File: config.mk
export PLATFORM = sky130hd
export DESIGN_NAME = fifo_uart_tx
export DESIGN_NICKNAME = d
export VERILOG_FILES = /design/src/rtl/fifo_uart_pkg.sv /design/src/rtl/fifo_uart_tx_baud_tick_gen.sv /design/src/rtl/fifo_uart_tx.sv
export SDC_FILE = /design/constraint.sdc
export NUM_CORES = 1
export LEC_CHECK = 0
export ABC_AREA = 1
export BUFFER_PORTS_ARGS = -buffer_cell sky130_fd_sc_hd__buf_4
export CAP_MARGIN = 10
export CORE_MARGIN = 4
export CORE_UTILIZATION = 48
export CTS_CLUSTER_DIAMETER = 30
export CTS_CLUSTER_SIZE = 20
export DETAILED_ROUTE_END_ITERATION = 12
export PLACE_DENSITY = 0.74
export RECOVER_POWER = 50
export SETUP_SLACK_MARGIN = 0.2
export SKIP_LAST_GASP = 1
export SYNTH_ARGS = -nofsm -noshare
export SYNTH_HDL_FRONTEND = slang
export SYNTH_HIERARCHICAL = 1
export SYNTH_SLANG_ARGS = --single-unit
File: constraint.sdc
create_clock -name clk -period 1.7 [get_ports clk]
set_input_delay 0.34 -clock clk [delete_from_list [all_inputs] [get_ports clk]]
set_output_delay 0.34 -clock clk [all_outputs]
set_load 0.005 [all_outputs]
File: src/rtl/fifo_uart_pkg.sv
// Shared types and default sizes for the FIFO-fed UART transmitter.
// FIFO_UART_TX_PARITY_EN adds the PARITY state to the state encoding.
package fifo_uart_pkg;

  localparam int SIZE_DEF         = 8;
  localparam int CLKS_PER_BIT_DEF = 16;

  typedef enum logic [2:0] {
    ST_IDLE,
    ST_POP,
    ST_LOAD,
    ST_START,
    ST_DATA,
`ifdef FIFO_UART_TX_PARITY_EN
    ST_PARITY,
`endif
    ST_STOP
  } state_e;

endpackage

File: src/rtl/fifo_uart_tx_baud_tick_gen.sv
// Bit-period counter: counts 0..CLKS_PER_BIT-1 and flags the last cycle of each bit.
module baud_tick_gen #(
  parameter int CLKS_PER_BIT = 16
) (
  input  logic clk_i,
  input  logic rst_i,
  input  logic clear_i,
  output logic bit_tick_o
);

  localparam int CW = $clog2(CLKS_PER_BIT);
  localparam logic [CW-1:0] LAST = CW'(CLKS_PER_BIT - 1);

  logic [CW-1:0] cnt_q, cnt_d;

  always_comb begin
    cnt_d = cnt_q + CW'(1);
    if (clear_i || cnt_q == LAST) cnt_d = '0;
  end

  always_ff @(posedge clk_i) begin
    if (rst_i) cnt_q <= '0;
    else       cnt_q <= cnt_d;
  end

  assign bit_tick_o = (cnt_q == LAST) && !clear_i;

endmodule

File: src/rtl/fifo_uart_tx.sv
// FIFO-fed UART transmitter: pops one word, sends START, SIZE data bits LSB first, STOP.
// Define FIFO_UART_TX_PARITY_EN to insert an even-parity bit after the data bits.
//
// state  | meaning
// IDLE   | line high, waiting for tx_enable and a non-empty FIFO
// POP    | read_en pulse
// LOAD   | capture buf_out into the shift register
// START  | start bit (low)
// DATA   | payload bits, LSB first
// PARITY | even parity of the payload (optional)
// STOP   | stop bit (high), frame_done follows
module fifo_uart_tx
  import fifo_uart_pkg::*;
#(
  parameter int SIZE         = SIZE_DEF,
  parameter int CLKS_PER_BIT = CLKS_PER_BIT_DEF
) (
  input  logic            clk,
  input  logic            rst,
  input  logic [SIZE-1:0] buf_out,
  input  logic            buf_empty,
  input  logic            tx_enable,
  output logic            read_en,
  output logic            tx,
  output logic            busy,
  output logic            frame_done
);

  localparam int BW = (SIZE > 1) ? $clog2(SIZE) : 1;
  localparam logic [BW-1:0] LAST_BIT = BW'(SIZE - 1);

  state_e          state_q, state_d;
  logic [SIZE-1:0] shift_q, shift_d;
  logic [BW-1:0]   bit_cnt_q, bit_cnt_d;
  logic            tx_q, tx_d;
  logic            read_en_q, read_en_d;
  logic            done_q, done_d;
  logic            bit_tick;
  logic            baud_clear;
`ifdef FIFO_UART_TX_PARITY_EN
  logic            parity_q, parity_d;
`endif

  // Counter is held at zero outside the bit-timed states so START is always full length.
  assign baud_clear = (state_q == ST_IDLE) || (state_q == ST_POP) || (state_q == ST_LOAD);

  baud_tick_gen #(.CLKS_PER_BIT(CLKS_PER_BIT)) u_baud (
    .clk_i      (clk),
    .rst_i      (rst),
    .clear_i    (baud_clear),
    .bit_tick_o (bit_tick)
  );

  always_comb begin
    state_d   = state_q;
    shift_d   = shift_q;
    bit_cnt_d = bit_cnt_q;
    done_d    = 1'b0;
`ifdef FIFO_UART_TX_PARITY_EN
    parity_d  = parity_q;
`endif
    case (state_q)
      ST_IDLE:  if (tx_enable && !buf_empty) state_d = ST_POP;
      ST_POP:   state_d = ST_LOAD;
      ST_LOAD: begin
        shift_d = buf_out;
`ifdef FIFO_UART_TX_PARITY_EN
        parity_d = ^buf_out;
`endif
        state_d = ST_START;
      end
      ST_START: if (bit_tick) state_d = ST_DATA;
      ST_DATA: begin
        if (bit_tick) begin
          shift_d = shift_q >> 1;
          if (bit_cnt_q == LAST_BIT) begin
            bit_cnt_d = '0;
`ifdef FIFO_UART_TX_PARITY_EN
            state_d = ST_PARITY;
`else
            state_d = ST_STOP;
`endif
          end else begin
            bit_cnt_d = bit_cnt_q + BW'(1);
          end
        end
      end
`ifdef FIFO_UART_TX_PARITY_EN
      ST_PARITY: if (bit_tick) state_d = ST_STOP;
`endif
      ST_STOP: begin
        if (bit_tick) begin
          state_d = ST_IDLE;
          done_d  = 1'b1;
        end
      end
      default: state_d = ST_IDLE;
    endcase

    read_en_d = (state_d == ST_POP);
    case (state_d)
      ST_START:  tx_d = 1'b0;
      ST_DATA:   tx_d = shift_d[0];
`ifdef FIFO_UART_TX_PARITY_EN
      ST_PARITY: tx_d = parity_d;
`endif
      default:   tx_d = 1'b1;
    endcase
  end

  always_ff @(posedge clk) begin
    if (rst) begin
      state_q   <= ST_IDLE;
      shift_q   <= '0;
      bit_cnt_q <= '0;
      tx_q      <= 1'b1;
      read_en_q <= 1'b0;
      done_q    <= 1'b0;
`ifdef FIFO_UART_TX_PARITY_EN
      parity_q  <= 1'b0;
`endif
    end else begin
      state_q   <= state_d;
      shift_q   <= shift_d;
      bit_cnt_q <= bit_cnt_d;
      tx_q      <= tx_d;
      read_en_q <= read_en_d;
      done_q    <= done_d;
`ifdef FIFO_UART_TX_PARITY_EN
      parity_q  <= parity_d;
`endif
    end
  end

  assign read_en    = read_en_q;
  assign tx         = tx_q;
  assign frame_done = done_q;
  assign busy       = (state_q != ST_IDLE);

endmodule

==> flow_summary.json <==
{
  "cts_tree": "done",
  "hold-worst-slack_ns": 0.307,
  "cts_root_buf": "clkbuf_4",
  "finalSetupTns_ns": 0,
  "dieHeight_um": 52.5,
  "comb_power_share_pct": 13.3,
  "r2r_cells": 11,
  "initial_core_util_pct": 52.8,
  "r2r_start": "state_q[1]$_SDFF_PP0_",
  "path_clk_slew_ns": 0.11,
  "final-setup-viol-count": 0,
  "dpl.hpwl_um": 1310,
  "clk_latency_ns": 0.29,
  "irDropWorstVdd_uv": 453,
  "slew_headroom_pct": 78.7,
  "seq_power_share_pct": 60.2,
  "synthCells": 125,
  "hold_start": "buf_out[7]",
  "cellPowerDensity_nw_per_um2": 732,
  "gr-total-overflow": 0,
  "fmax_mhz": 677,
  "endpoint_kind": "register",
  "synth_seq_cells": 21,
  "clockBufferDepth": 2,
  "antenna_found_initial": 0,
  "yosysSeqAreaShare_pct": 44.2,
  "swShare_pct": 24.5,
  "grt_max_degree": 18,
  "r2r-end": "tx$_SDFF_PP1_",
  "hold_end": "shift_q[7]$_SDFFE_PP0P_",
  "io_buffers": 15,
  "fin_crit_sh_pct": 86.9,
  "grt_use_total_pct": 14.8,
  "critical_path_arrival_ns": 1.68,
  "ios": 16,
  "wire_per_inst_um": 11.0,
  "critPathMaxFanout": 6,
  "rsz0062_at_grt": "true",
  "skew_ns": 0.000818,
  "critical_path_class": "reg2reg",
  "cts_buffers": 3,
  "p_leak_nw": 0.484,
  "finalMaxSlewViolations": 0,
  "worstHoldPathType": "in2reg",
  "cts_sinks": 21,
  "yosys_warnings": 6,
  "drv_cap": 0,
  "drt-total-wl_um": 1880,
  "drive_above_1_share_pct": 30.3,
  "cp-start-kind": "register",
  "die_w_um": 52.5,
  "hold_depth": 3,
  "finalPower_w": 0.000863,
  "grt_pass1_vias": 784,
  "ant_nets": 0,
  "htree_levels": 1,
  "area_growth_pct": 24.1,
  "num_vias": 860,
  "dieArea_um2": 2760,
  "layout_min_cycle_time_ns": 1.48,
  "power_frac_clock_pct": 26.5,
  "core_um2": 1800,
  "dr.pass1.iters": 4,
  "finalHoldViolCount": 0,
  "worstPathRequired_ns": 1.90,
  "status": "finished, final reports clean",
  "syn_area_um2": 951,
  "rrSetupSlack_ns": 0.22,
  "synth_cell_type_count": 23,
  "worstMarginPinSlew_ns": 0.318,
  "antenna_cells": 0,
  "p_switching_w": 0.000212,
  "via_per_inst": 5.06,
  "intPower_w": 0.000652,
  "nets": 161,
  "postSynthAreaPerCell_um2": 7.61,
  "grt_pass1_wl_um": 3110,
  "first_iter_violations": 11,
  "synth_nets": 140,
  "row_count": 15,
  "drc_errors": 0,
  "globalplace.congestion": 0.916
}
[layout make-up]
cell class | count | area, µm²
Fill cell | 170 | 622
Multi-Input combinational cell | 90 | 503
Sequential cell | 21 | 425
Timing Repair Buffer | 19 | 143
Inverter | 11 | 51.3
Tap cell | 25 | 31.3
Clock buffer | 4 | 26.3
[flip-flops by register name, indices dropped and copies added, names as in the netlist]
signal / flops
tx: 1
u_baud/cnt_q: 4
state_q: 3
shift_q: 8
frame_done: 1
bit_cnt_q: 3
read_en: 1
[worst max path at each step]
stage | cells past startpoint | startpoint | slack [ns] | to
6_report | 11 | state_q[1]$_SDFF_PP0_ | 0.22 | tx$_SDFF_PP1_
5_1_grt | 11 | state_q[1]$_SDFF_PP0_ | 0.10 | tx$_SDFF_PP1_
4_1_cts | 10 | u_baud/cnt_q[1]$_SDFF_PP0_ | 0.20 | tx$_SDFF_PP1_
3_5_place_dp | 10 | u_baud/cnt_q[0]$_SDFF_PP0_ | 0.13 | tx$_SDFF_PP1_
3_3_place_gp | 10 | u_baud/cnt_q[0]$_SDFF_PP0_ | 0.18 | tx$_SDFF_PP1_
2_1_floorplan | 10 | u_baud/cnt_q[0]$_SDFF_PP0_ | 0.23 | tx$_SDFF_PP1_
[cells by family (layout without fill, tap and decap cells)]
logic type               after synthesis  count (layout)  share of synthesized area, %
AO/OA/AOI/OAI                         15              15                          9.34
XOR/XNOR                               1               1                         0.921
adder cells (fa/ha/maj)                3               3                          3.95
buffers and inverters                 14              34                          6.71
flip-flops                            21              21                          44.2
AND/OR/NAND/NOR                       71              71                          34.9
[critical path, cell delays in order, from the launching register on]
cell and delay [ns]:
dfxtp_1 0.52, a21oi_2 0.13, nor2_4 0.15, inv_1 0.09, nand2_1 0.07, nand2_1 0.04, nand2_1 0.09, nand3_1 0.08
nor2_1 0.08, nand2_1 0.05, nand2_1 0.05, nand2_1 0.04
[cells in the mapped netlist]
cell type	number	area share, %
a21oi_1	6	3.2
a31oi_1	7	4.6
buf_6	1	1.2
clkbuf_1	2	0.79
clkinv_2	1	0.53
dfxtp_1	21	44
ha_1	3	3.9
inv_1	6	2.4
inv_2	3	1.2
inv_4	1	0.66
nand2_1	35	14
nand2_2	5	3.3
nand2_4	1	1.2
nand3_1	8	4.2
nand3_2	1	1.1
nand4_1	4	2.6
nor2_1	13	5.1
nor2_2	1	0.66
nor2_4	2	2.4
nor3_1	1	0.53
o211a_1	1	1.1
o21ai_0	1	0.53
xnor2_1	1	0.92
[metal layers]
layer  track usage (%)  share of wire, %
met4              5.96              0.32
met3              2.56               3.8
met1              18.5                48
met2              24.8                48
met5                 0                 0
[what timing repair did]
action,CTS,global route
hold buffers,0,0
resized for setup,2,14
pin swaps,1,1
setup buffers,1,0
setup endpoints to repair,2,14
[metrics by stage]
stage	area [µm²]	utilization [%]	worst slack, ns	instances
6_report	1180	65.5	0.223	170
5_1_grt	1180	65.5	0.105	170
4_1_cts	1140	63.5	0.201	170
3_5_place_dp	1110	61.4	0.130	165
3_3_place_gp	1110	61.4	0.177	165
2_1_floorplan	958	-	0.233	125
[cells in the final DEF (no fill, tap or decap), drive strengths merged, types with 4 or more instances in the layout]
cell and n:
a21oi 6, a31oi 7, buf 16, clkbuf 7, dfxtp 21, inv 11
nand2 41, nand3 9, nand4 4, nor2 16
[power by group through the flow]
| stage | clock [W] | sequential, W | combinational [W] |
|---|---|---|---|
| floorplan | 0 | 0.000528 | 0.0000683 |
| global placement | 0 | 0.000530 | 0.000108 |
| detailed placement | 0 | 0.000530 | 0.000109 |
| CTS | 0.000240 | 0.000520 | 0.000111 |
| global route | 0.000255 | 0.000522 | 0.000129 |
| finish | 0.000229 | 0.000520 | 0.000115 |
Note: power is estimated with default switching activity, not from simulation.
